$ cat src/rtl/sorted_list_serializer.sv
// sorted_list_serializer
//
// Captures one ascending list of up to DEPTH metrics in a single load handshake, then
// streams the entries out smallest first, one per cycle, over a valid/ready interface.
// Each loaded list is checked for non-decreasing order, and a sticky flag records any
// violation.
//
// Ports:
//   i_clk, i_rst     clock (rising edge), synchronous active-high reset
//   i_load_valid     list present on i_load_data / i_load_count
//   o_load_ready     a list can be accepted this cycle (combinational)
//   i_load_data      flattened list, entry k at [k*DATA_W +: DATA_W], entry 0 smallest
//   i_load_count     number of valid entries starting at entry 0 (clamped to DEPTH)
//   i_flush          abort the current list; overrides pop and load
//   o_valid/i_ready  output handshake
//   o_data, o_index  current entry and its 0-based position in the list
//   o_last           current entry is the final one of its list
//   o_busy           a list is being drained
//   o_order_err      sticky: some loaded list was not non-decreasing
module sorted_list_serializer #(
    parameter int unsigned DATA_W = 10,
    parameter int unsigned DEPTH  = 6,
    parameter int unsigned CNT_W  = 3
) (
    input  logic                    i_clk,
    input  logic                    i_rst,
    input  logic                    i_load_valid,
    output logic                    o_load_ready,
    input  logic [DEPTH*DATA_W-1:0] i_load_data,
    input  logic [CNT_W-1:0]        i_load_count,
    input  logic                    i_flush,
    output logic                    o_valid,
    input  logic                    i_ready,
    output logic [DATA_W-1:0]       o_data,
    output logic [CNT_W-1:0]        o_index,
    output logic                    o_last,
    output logic                    o_busy,
    output logic                    o_order_err
);

    typedef enum logic [0:0] {StIdle, StDrain} state_e;

    state_e            state_q, state_d;
    logic [DATA_W-1:0] buf_q [DEPTH];
    logic [DATA_W-1:0] buf_d [DEPTH];
    logic [CNT_W-1:0]  rem_q, rem_d;
    logic [CNT_W-1:0]  idx_q, idx_d;
    logic              err_q, err_d;

    logic              drain;
    logic              pop;
    logic              load_accept;
    logic              order_bad;
    logic [CNT_W-1:0]  eff_count;

    assign drain       = (state_q == StDrain);
    assign eff_count   = (i_load_count > CNT_W'(DEPTH)) ? CNT_W'(DEPTH) : i_load_count;

    // Outputs are gated by the drain state so IDLE always presents zeros.
    assign o_valid     = drain;
    assign o_busy      = drain;
    assign o_data      = drain ? buf_q[0] : '0;
    assign o_index     = drain ? idx_q : '0;
    assign o_last      = drain && (rem_q == CNT_W'(1));
    assign o_order_err = err_q;

    // A new list may be taken while the last beat of the current one transfers,
    // which gives back-to-back lists without a bubble.
    assign o_load_ready = !i_rst && !i_flush && (!drain || (o_last && i_ready));
    assign load_accept  = i_load_valid && o_load_ready;
    assign pop          = drain && i_ready;

    // Only adjacent pairs inside the effective count take part in the order check.
    always_comb begin
        order_bad = 1'b0;
        for (int k = 1; k < int'(DEPTH); k++) begin
            if ((CNT_W'(k) < eff_count) &&
                (i_load_data[k*DATA_W +: DATA_W] < i_load_data[(k-1)*DATA_W +: DATA_W])) begin
                order_bad = 1'b1;
            end
        end
    end

    always_comb begin
        state_d = state_q;
        rem_d   = rem_q;
        idx_d   = idx_q;
        err_d   = err_q;
        for (int k = 0; k < int'(DEPTH); k++) begin
            buf_d[k] = buf_q[k];
        end

        if (i_flush) begin
            state_d = StIdle;
            rem_d   = '0;
            idx_d   = '0;
        end else if (load_accept) begin
            if (eff_count == '0) begin
                // Empty list: accepted as a no-op.
                state_d = StIdle;
                rem_d   = '0;
                idx_d   = '0;
            end else begin
                for (int k = 0; k < int'(DEPTH); k++) begin
                    buf_d[k] = (CNT_W'(k) < eff_count) ? i_load_data[k*DATA_W +: DATA_W] : '0;
                end
                rem_d   = eff_count;
                idx_d   = '0;
                state_d = StDrain;
                err_d   = err_q | order_bad;
            end
        end else if (pop) begin
            for (int k = 0; k < int'(DEPTH) - 1; k++) begin
                buf_d[k] = buf_q[k+1];
            end
            buf_d[DEPTH-1] = '0;
            idx_d          = idx_q + CNT_W'(1);
            rem_d          = rem_q - CNT_W'(1);
            if (rem_q == CNT_W'(1)) begin
                state_d = StIdle;
            end
        end
    end

    always_ff @(posedge i_clk) begin
        if (i_rst) begin
            state_q <= StIdle;
            rem_q   <= '0;
            idx_q   <= '0;
            err_q   <= 1'b0;
            for (int k = 0; k < int'(DEPTH); k++) begin
                buf_q[k] <= '0;
            end
        end else begin
            state_q <= state_d;
            rem_q   <= rem_d;
            idx_q   <= idx_d;
            err_q   <= err_d;
            for (int k = 0; k < int'(DEPTH); k++) begin
                buf_q[k] <= buf_d[k];
            end
        end
    end

endmodule

$ cat config.mk
export PLATFORM = sky130hd
export DESIGN_NAME = sorted_list_serializer
export DESIGN_NICKNAME = d
export VERILOG_FILES = /design/src/rtl/sorted_list_serializer.sv
export SDC_FILE = /design/constraint.sdc
export NUM_CORES = 1
export LEC_CHECK = 0
export CORE_MARGIN = 2
export CORE_UTILIZATION = 55
export CTS_BUF_LIST = sky130_fd_sc_hd__clkbuf_8 sky130_fd_sc_hd__clkbuf_16
export DETAILED_ROUTE_END_ITERATION = 6
export PLACE_DENSITY_LB_ADDON = 0.15
export REMOVE_ABC_BUFFERS = 1
export SLEW_MARGIN = 10
export SYNTH_ARGS = -nofsm -noshare
export SYNTH_HDL_FRONTEND = slang
export SYNTH_SLANG_ARGS = --single-unit
$ cat constraint.sdc
create_clock -name i_clk -period 4.2 [get_ports i_clk]
set_clock_uncertainty 0.1 [all_clocks]
set_input_delay 1.26 -clock i_clk [delete_from_list [all_inputs] [get_ports i_clk]]
set_output_delay 1.26 -clock i_clk [all_outputs]
set_load 0.01 [all_outputs]
==> flow_summary.json <==
{
  "synth.yosys.warnings": 0,
  "syn_area_per_cell_um2": 8.20,
  "yosys.area.top_type": "dfxtp_1",
  "cts_resized": 0,
  "multi_input_area_um2": 2650,
  "syn_to_final_growth_pct": 24.5,
  "fmax_mhz": 252,
  "grt_use_total_pct": 25.5,
  "setup_viol": 0,
  "rsz0062_at_grt": "no",
  "powerDensity_nw_per_um2": 275,
  "synth-seq-area-share_pct": 31.1,
  "drtIter0Drc": 239,
  "cp_max_fo": 2,
  "num-fill-cells": 655,
  "grt_pass1_vias": 3871,
  "drive_gt1_share_pct": 8.26,
  "htreeDepth": 3,
  "diodes": 0,
  "min_period_ns": 3.97,
  "overflow": 0,
  "die_area_um2": 8690,
  "synth_cell_types": 48,
  "core_um2": 7730,
  "async_reset_ff_share_pct": 0,
  "clock_latency_ns": 0.34,
  "maxCapViolCount": 0,
  "postSynthCellCount": 534,
  "relSlewSlack_pct": 48.1,
  "portBuffers": 85,
  "synth-edff-count": 0,
  "timing.final.crit_share_pct": 94.5,
  "hold_viol": 0,
  "place_hpwl_um": 7870,
  "synthTopCellsByArea": "dfxtp_1 (31%), ha_1 (14%), a311oi_2 (6.9%)",
  "path_clk_slew_ns": 0.07,
  "wl_um": 10800,
  "status": "completed",
  "critical_path_class": "input pin to output port",
  "drc": 0,
  "netlist.area_leader.share_pct": 31.1,
  "numCtsBuffers": 9,
  "antenna_found_initial": 1,
  "cts_hold_buffers": 0,
  "synth_common_cells": "dfxtp_1 (68), nor2_1 (68), inv_1 (49), nand2_1 (49), ha_1 (48)",
  "dr_total_vias": 4042,
  "clock_path_buffers": 2,
  "regArea_um2": 1360,
  "cts_tree": "done",
  "drv_slew": 0,
  "start_util_pct": 56.7,
  "leakage_uw": 0.00214,
  "antenna_left": 0,
  "syn_area_um2": 4380,
  "nets": 716,
  "ys_seq_elements": 68,
  "synthFlopType": "dfxtp_1",
  "worstPathRequired_ns": 2.84,
  "num_rows": 32,
  "clockRootBuffer": "clkbuf_8",
  "vdd_drop_max_uv": 194,
  "grt_first_pass_wirelength_um": 17800,
  "tightest_slew_ns": 0.779,
  "setup_tns_ns": 0,
  "arrival_ns": 2.61,
  "grt_start_max_net_pins": 62,
  "io_pins": 86,
  "die_w_um": 93.2,
  "vias_per_cell": 5.72,
  "hp-class": "flop to flop",
  "wl_per_cell_um": 15.2,
  "postCtsSetupRepairBufs": 0,
  "endpoint_kind": "output port",
  "die_y_um": 93.2,
  "clkSinkCount": 68,
  "startpoint_type": "input pin",
  "fin_util_pct": 70.5,
  "dr.pass1.iters": 4,
  "gp_congestion": 0.785
}
where the power goes:
part           switching (uW)  internal [uW]
sequential               15.5            673
clock                     242            256
combinational             164            149
metrics by stage:
stage          std cells  area (um^2)  setup WS, ns  power [uW]  hold WS [ns]
2_1_floorplan        494         4190        -0.582         865         0.348
3_3_place_gp         691         5270         0.259        1000         0.363
3_5_place_dp         691         5270         0.243        1020         0.372
4_1_cts              707         5450         0.233        1510         0.377
5_1_grt              707         5450         0.213        1580         0.393
6_report             707         5450         0.233        1500         0.381
kinds of logic after synthesis:
logic type,Yosys count,share of synthesized area [%]
xor gates and xnor gates,4,0.800
and+or+nand+nor,213,22.3
DFF,68,31.1
buffers and inverters,89,8.57
AOI/OAI and AO/OA,112,23.5
adders and majority gates,48,13.7
area by class of cell:
cell class | instances | share of cell area, %
multi-input cells | 377 | 48.6
flip-flops and latches | 68 | 25.0
repair buffers | 95 | 17.4
inverters | 49 | 3.37
clock buffers | 12 | 3.03
well taps | 102 | 2.34
clock inverters | 4 | 0.298
layer usage:
layer,global-route usage (%),share of wire (%),vias up
met5,0,0.15,-
met4,10.7,2.2,2
met2,43.0,49,128
met3,5.40,5.3,18
li1,-,-,2044
met1,31.5,44,1850
cells in the final DEF (no fill, tap or decap), drive strengths merged, types with 7 or more instances in the layout:
master / n
a22oi: 11
a21oi: 14
a311oi: 37
clkbuf: 12
clkdlybuf4s50: 84
ha: 48
a211oi: 10
nor2: 69
and2: 14
dfxtp: 68
nor3: 14
inv: 52
a21o: 7
buf: 11
nand3: 44
nand2: 49
a221oi: 10
flip-flops by register name, summed over array words and instances (netlist names):
name,cells
rem_q,3
o_order_err,1
buf_q,60
idx_q,3
o_busy,1
critical path, cell delays in order:
cell	delay, ns
clkdlybuf4s50_1	0.43
or2_1	0.25
a21oi_1	0.12
clkdlybuf4s50_1	0.55
final timing paths:
check,slack [ns],cells after the start,to,startpoint
setup / recovery,0.23,4,o_load_ready,i_flush
hold / removal,0.38,2,buf_q[3][3],buf_q[4][3]
setup reg to reg,1.68,6,buf_q[2][5],o_busy
hold reg to reg,0.38,2,buf_q[3][3],buf_q[4][3]
(Power assumes the default switching activity.)
